`src/rtl/icache_tag_req_arbiter_if.sv`:
```
// icache_tag_req_arbiter_if: requester handshakes and tag-pipeline request bundle
interface icache_tag_req_arbiter_if #(
  parameter int PLD_WIDTH = 32,
  parameter int IDX_WIDTH = 3
);
  logic                 fetch_req_vld;
  logic                 fetch_req_rdy;
  logic [PLD_WIDTH-1:0] fetch_req_pld;
  logic                 pf_req_vld;
  logic                 pf_req_rdy;
  logic [PLD_WIDTH-1:0] pf_req_pld;
  logic                 snp_req_vld;
  logic                 snp_req_rdy;
  logic [PLD_WIDTH-1:0] snp_req_pld;
  logic                 tag_req_vld;
  logic                 tag_req_rdy;
  logic [PLD_WIDTH-1:0] tag_req_pld;
  logic [IDX_WIDTH-1:0] tag_req_index;
  logic [1:0]           tag_req_src;
  modport master (
    input  fetch_req_vld, fetch_req_pld, pf_req_vld, pf_req_pld, snp_req_vld, snp_req_pld, tag_req_rdy,
    output fetch_req_rdy, pf_req_rdy, snp_req_rdy, tag_req_vld, tag_req_pld, tag_req_index, tag_req_src
  );
  modport slave (
    output fetch_req_vld, fetch_req_pld, pf_req_vld, pf_req_pld, snp_req_vld, snp_req_pld, tag_req_rdy,
    input  fetch_req_rdy, pf_req_rdy, snp_req_rdy, tag_req_vld, tag_req_pld, tag_req_index, tag_req_src
  );
endinterface

```
`src/rtl/icache_tag_req_arbiter.sv`:
```
// icache_tag_req_arbiter: snoop/fetch/prefetch arbiter into the tag pipeline with MSHR index allocation
module icache_tag_req_arbiter #(
  parameter int MSHR_ENTRY_NUM         = 8,
  parameter int MSHR_ENTRY_INDEX_WIDTH = $clog2(MSHR_ENTRY_NUM),
  parameter int PF_STARVE_LIMIT        = 8
) (
  input  logic                      clk,
  input  logic                      rst_n,
  icache_tag_req_arbiter_if.master  bus,
  input  logic [MSHR_ENTRY_NUM-1:0] v_mshr_entry_array_valid,
  input  logic                      flush
);
  localparam int SW = $clog2(PF_STARVE_LIMIT + 1);
  logic [MSHR_ENTRY_NUM-1:0]         reserved;
  logic [MSHR_ENTRY_NUM-1:0]         free_mask;
  logic [MSHR_ENTRY_NUM-1:0]         grant_mask;
  logic [MSHR_ENTRY_INDEX_WIDTH-1:0] alloc_idx;
  logic [SW-1:0]                     starve_cnt;
  logic slot_free, go, entry_avail, fetch_elig, pf_elig, pf_pri;
  logic snp_g, fetch_g, pf_g, any_g;
  assign free_mask   = ~v_mshr_entry_array_valid & ~reserved;
  assign entry_avail = |free_mask;
  always_comb begin
    alloc_idx = '0;
    for (int i = MSHR_ENTRY_NUM - 1; i >= 0; i--)
      if (free_mask[i]) alloc_idx = MSHR_ENTRY_INDEX_WIDTH'(i);
  end
  assign slot_free  = !bus.tag_req_vld || bus.tag_req_rdy;
  assign go         = slot_free && !flush;
  assign fetch_elig = bus.fetch_req_vld && entry_avail;
  assign pf_elig    = bus.pf_req_vld && entry_avail;
  assign pf_pri     = starve_cnt == SW'(PF_STARVE_LIMIT);
  assign snp_g      = go && bus.snp_req_vld;
  assign fetch_g    = go && !bus.snp_req_vld && fetch_elig && !(pf_pri && pf_elig);
  assign pf_g       = go && !bus.snp_req_vld && pf_elig && (pf_pri || !fetch_elig);
  assign any_g      = snp_g || fetch_g || pf_g;
  assign grant_mask = (fetch_g || pf_g) ? MSHR_ENTRY_NUM'(1) << alloc_idx : '0;
  assign bus.snp_req_rdy   = snp_g;
  assign bus.fetch_req_rdy = fetch_g;
  assign bus.pf_req_rdy    = pf_g;
  always_ff @(posedge clk or negedge rst_n) begin
    if (!rst_n) begin
      bus.tag_req_vld   <= 1'b0;
      bus.tag_req_pld   <= '0;
      bus.tag_req_index <= '0;
      bus.tag_req_src   <= '0;
      reserved          <= '0;
      starve_cnt        <= '0;
    end else if (flush) begin
      bus.tag_req_vld <= 1'b0;
      reserved        <= '0;
      starve_cnt      <= '0;
    end else begin
      reserved <= (reserved & ~v_mshr_entry_array_valid) | grant_mask;
      if (pf_g || !bus.pf_req_vld)
        starve_cnt <= '0;
      else if (pf_elig && slot_free && !pf_pri)
        starve_cnt <= starve_cnt + 1'b1;
      if (slot_free) begin
        bus.tag_req_vld <= any_g;
        if (any_g) begin
          bus.tag_req_pld   <= snp_g ? bus.snp_req_pld : pf_g ? bus.pf_req_pld : bus.fetch_req_pld;
          bus.tag_req_index <= snp_g ? '0 : alloc_idx;
          bus.tag_req_src   <= snp_g ? 2'd2 : pf_g ? 2'd1 : 2'd0;
        end
      end
    end
  end
endmodule

```
`src/flat_wrapper.sv`:
```
// flat-port wrapper written by rule: the top's interface ports become plain ports
module icache_tag_req_arbiter_flat 
#(
  parameter int MSHR_ENTRY_NUM         = 8,
  parameter int MSHR_ENTRY_INDEX_WIDTH = $clog2(MSHR_ENTRY_NUM),
  parameter int PF_STARVE_LIMIT        = 8
)
  (clk, rst_n, v_mshr_entry_array_valid, flush, bus_fetch_req_vld, bus_fetch_req_pld, bus_pf_req_vld, bus_pf_req_pld, bus_snp_req_vld, bus_snp_req_pld, bus_tag_req_rdy, bus_fetch_req_rdy, bus_pf_req_rdy, bus_snp_req_rdy, bus_tag_req_vld, bus_tag_req_pld, bus_tag_req_index, bus_tag_req_src);
  icache_tag_req_arbiter_if #(.PLD_WIDTH(32), .IDX_WIDTH(3)) bus_i ();
  input  logic clk;
  input  logic rst_n;
  input  logic [MSHR_ENTRY_NUM-1:0] v_mshr_entry_array_valid;
  input  logic flush;
  input wire logic [$bits(bus_i.fetch_req_vld)-1:0] bus_fetch_req_vld;
  input wire logic [$bits(bus_i.fetch_req_pld)-1:0] bus_fetch_req_pld;
  input wire logic [$bits(bus_i.pf_req_vld)-1:0] bus_pf_req_vld;
  input wire logic [$bits(bus_i.pf_req_pld)-1:0] bus_pf_req_pld;
  input wire logic [$bits(bus_i.snp_req_vld)-1:0] bus_snp_req_vld;
  input wire logic [$bits(bus_i.snp_req_pld)-1:0] bus_snp_req_pld;
  input wire logic [$bits(bus_i.tag_req_rdy)-1:0] bus_tag_req_rdy;
  output wire logic [$bits(bus_i.fetch_req_rdy)-1:0] bus_fetch_req_rdy;
  output wire logic [$bits(bus_i.pf_req_rdy)-1:0] bus_pf_req_rdy;
  output wire logic [$bits(bus_i.snp_req_rdy)-1:0] bus_snp_req_rdy;
  output wire logic [$bits(bus_i.tag_req_vld)-1:0] bus_tag_req_vld;
  output wire logic [$bits(bus_i.tag_req_pld)-1:0] bus_tag_req_pld;
  output wire logic [$bits(bus_i.tag_req_index)-1:0] bus_tag_req_index;
  output wire logic [$bits(bus_i.tag_req_src)-1:0] bus_tag_req_src;
  assign bus_i.fetch_req_vld = bus_fetch_req_vld;
  assign bus_i.fetch_req_pld = bus_fetch_req_pld;
  assign bus_i.pf_req_vld = bus_pf_req_vld;
  assign bus_i.pf_req_pld = bus_pf_req_pld;
  assign bus_i.snp_req_vld = bus_snp_req_vld;
  assign bus_i.snp_req_pld = bus_snp_req_pld;
  assign bus_i.tag_req_rdy = bus_tag_req_rdy;
  assign bus_fetch_req_rdy = bus_i.fetch_req_rdy;
  assign bus_pf_req_rdy = bus_i.pf_req_rdy;
  assign bus_snp_req_rdy = bus_i.snp_req_rdy;
  assign bus_tag_req_vld = bus_i.tag_req_vld;
  assign bus_tag_req_pld = bus_i.tag_req_pld;
  assign bus_tag_req_index = bus_i.tag_req_index;
  assign bus_tag_req_src = bus_i.tag_req_src;
  icache_tag_req_arbiter #(.MSHR_ENTRY_NUM(MSHR_ENTRY_NUM), .MSHR_ENTRY_INDEX_WIDTH(MSHR_ENTRY_INDEX_WIDTH), .PF_STARVE_LIMIT(PF_STARVE_LIMIT)) u_core (.clk(clk), .rst_n(rst_n), .bus(bus_i), .v_mshr_entry_array_valid(v_mshr_entry_array_valid), .flush(flush));
endmodule
```
`config.mk`:
```
export PLATFORM = sky130hd
export DESIGN_NAME = icache_tag_req_arbiter_flat
export DESIGN_NICKNAME = d
export VERILOG_FILES = /design/src/rtl/icache_tag_req_arbiter_if.sv /design/src/rtl/icache_tag_req_arbiter.sv /design/src/flat_wrapper.sv
export SDC_FILE = /design/constraint.sdc
export NUM_CORES = 1
export LEC_CHECK = 0
export BUFFER_PORTS_ARGS = -buffer_cell sky130_fd_sc_hd__buf_2
export CAP_MARGIN = 10
export CORE_MARGIN = 10
export CORE_UTILIZATION = 46
export DETAILED_ROUTE_END_ITERATION = 12
export MAX_ROUTING_LAYER = met4
export PLACE_DENSITY = 0.95
export RECOVER_POWER = 25
export SETUP_SLACK_MARGIN = 0.5
export SYNTH_ARGS = -nofsm -noshare
export SYNTH_HDL_FRONTEND = slang
export SYNTH_SLANG_ARGS = --single-unit
export TNS_END_PERCENT = 100
```
`constraint.sdc`:
```
create_clock -name clk -period 3.1 [get_ports clk]
set_clock_uncertainty 0.1 [all_clocks]
set_input_delay 0.31 -clock clk [delete_from_list [all_inputs] [get_ports clk]]
set_output_delay 0.31 -clock clk [all_outputs]
set_load 0.03 [all_outputs]
```
==> results.ini <==
[critical_path]
arrival_ns=2.08
cpPeakStageDelay_ns=0.41
cp_cell_sequence=o22ai_1 > nor4_4 > a2111oi_4 > buf_12 > buf_2
crit_type=register to primary output
reg2reg_from=u_core.starve_cnt[0]$_DFFE_PN0P_
worstSetupStartpoint=u_core.reserved[0]$_DFF_PN0_
path_depth=5
worstPathMaxFanout=35
regToRegEndpoint=u_core.bus.tag_req_pld[1]$_DFFE_PN0P_
critPathTopFamily=compound AO/OA/AOI/OAI gates
crit_path_end=bus_pf_req_rdy
r2r_cells=9
critPathBufInv=2
endpoint_kind=primary output
cpMaxStageDelayCell=o22ai_1
start_kind=register
crit_required_ns=2.69
rrSetupSlack_ns=0.84

[sta]
setup_viol=0
setup_tns_ns=0
grt_setup_unrepaired=no
slew_violations=0
max_slew_margin=0.271
hold_ws_ns=0.0904
fmax_mhz=401
hold_viol=0
finalWorstSetupSlack_ns=0.607
period_minus_slack_ns=2.49
fin_crit_sh=0.804
worst_pin_slew_ns=1.09

[layout]
layout.nets=504
area_growth_pct=38.5
drive_above_1_share=0.439

[logic_synthesis]
synth_area_mm2=0.00242
synth_top_cell_by_area=dfrtp_1
yosys-top-cells-area=dfrtp_1 52%, a222oi_1 13%, nand2_1 11%
syn_avg_cell_area_um2=9.97
yosys_warnings=0
synth_commonest_cells=74 x nand2_1, 50 x dfrtp_1, 32 x a222oi_1, 17 x nor2_1, 8 x buf_2
ys_seq_area_frac=0.517
synth_edf_count=0
synth_cell_type_count=36
synthFlopType=dfrtp_1
synth_top_area_share=0.517
syn_nets=356
synth.most_common_cell=nand2_1
synthCells=243
async_flop_share=1.00
ys_seq_elements=50

[die]
dieWidth_um=92.6
start_util=0.474
coreArea_mm2=0.00511
fp-row-count=26
die_h_um=92.6
ios=152
die_area_mm2=0.00857

[detailed_routing]
detail-route-antenna-nets=0
dr.pass1.iters=8
vias=2581
drc=0
drt-total-wl_mm=8.18
drt-initial-drc-count=292
vias_per_cell=5.56
wire_per_inst_um=17.6

[grt]
antenna_found_initial=1
grt_pass1_wl_mm=13.1
grt_max_degree=51
grt_pass1_vias=2786
grt.overflow.total=0
track_usage=0.190

[placement]
portBuffers=151
gp_congestion=0.884
pre_cts_slack_ns=0.683
dp_hpwl_mm=6.49

[clocking]
cts-root-buf=clkbuf_8
clock_latency_ns=0.30
postCtsSetupBuffers=0
hold_buffers=0
clockBufferDepth=2
cts_made_buffers=5
path_clk_slew_ns=0.09
cts_tree=yes
numClockSinks=50
h-tree-depth=2

[worst_hold_path]
hp-class=input port to register

[flow_run]
cap_violations=0

[power_and_ir_drop]
powerDensity_mw_per_mm2=486
ir_drop_v=0.000302
p_leak_nw=1.81

[status]
status=complete, no violations

-- where the power goes --
group	leakage [nW]	internal (mW)	switching, mW
clock network	0.0482	0.180	0.207
registers	0.648	0.724	0.0375
logic	1.11	0.165	0.319
total	1.81	1.07	0.563
-- layout make-up --
cell class / count / area (um2)
inverter: 3 / 11.3
multi-input combinational: 175 / 1090
clock inverter: 1 / 5.00
timing repair buffer: 156 / 818
antenna: 2 / 5.00
fill: 411 / 1750
sequential: 50 / 1250
clock buffer: 7 / 86.3
tap: 70 / 87.6
-- layer usage --
metal / global-route usage / routed length, um / part of all wire
met5: - / 0 / 0
met4: 0.0617 / 104 / 0.013
met3: 0.0541 / 659 / 0.081
met2: 0.322 / 4170 / 0.51
met1: 0.212 / 3240 / 0.40
-- timing repair --
action,CTS,global route
gates resized for setup,4,1
endpoints found under the setup margin,1,1
pin swaps,0,0
-- how the worst min path moves through the flow --
stage | start | to | depth (start not counted)
2_1_floorplan | rst_n | u_core.bus.tag_req_index[0]$_DFFE_PN0P_ | 0
3_3_place_gp | u_core.bus.tag_req_index[2]$_DFFE_PN0P_ | u_core.bus.tag_req_index[2]$_DFFE_PN0P_ | 2
3_5_place_dp | u_core.bus.tag_req_index[2]$_DFFE_PN0P_ | u_core.bus.tag_req_index[2]$_DFFE_PN0P_ | 2
4_1_cts | v_mshr_entry_array_valid[3] | u_core.reserved[3]$_DFF_PN0_ | 2
5_1_grt | v_mshr_entry_array_valid[3] | u_core.reserved[3]$_DFF_PN0_ | 2
6_report | v_mshr_entry_array_valid[0] | u_core.reserved[0]$_DFF_PN0_ | 2
-- cells in the final DEF (no fill, tap or decap), drive strengths merged, types with 2 or more instances in the layout --
cell    netlist  layout
buf          12     156
nand2        74      74
dfrtp        50      50
a222oi       32      32
nor2         17      17
nor3          8       8
clkbuf        3       7
o21ai         6       6
o22ai         5       5
inv           3       3
xnor2         3       3
or3           3       3
diode         0       2
o32a          2       2
a21oi         2       2
nand2b        2       2
nand3         2       2
a21o          2       2
ha            2       2
nor2b         2       2
nor4          2       2
nor3b         2       2
-- flip-flops by register name, summed over array words and instances, names as in the netlist --
register,flops
u_core.bus.tag_req_index,3
u_core.bus.tag_req_src,2
u_core.reserved,8
u_core.bus.tag_req_vld,1
u_core.bus.tag_req_pld,32
u_core.starve_cnt,4
-- cell families (layout without fill, tap and decap cells) --
family                   Yosys count  in the layout  synth area share
flip-flops                        50             50             0.517
other                              0              2                 0
buffers and inverters             18            167            0.0429
XOR/XNOR                           3              3            0.0108
multiplexers                       1              1           0.00413
AND/OR/NAND/NOR                  115            115             0.213
AO/OA/AOI/OAI                     54             54             0.202
adder cells (fa/ha/maj)            2              2            0.0103
-- stage by stage --
stage,instances,area (um2),utilization,total power [mW]
after global routing,463,3350,0.657,1.71
after detailed placement,454,3240,0.634,1.26
after floorplan,243,2420,-,1.05
final,464,3360,0.657,1.63
after global placement,454,3240,0.634,1.24
after CTS,462,3340,0.655,1.64
Power figures use the tool's default switching activity.
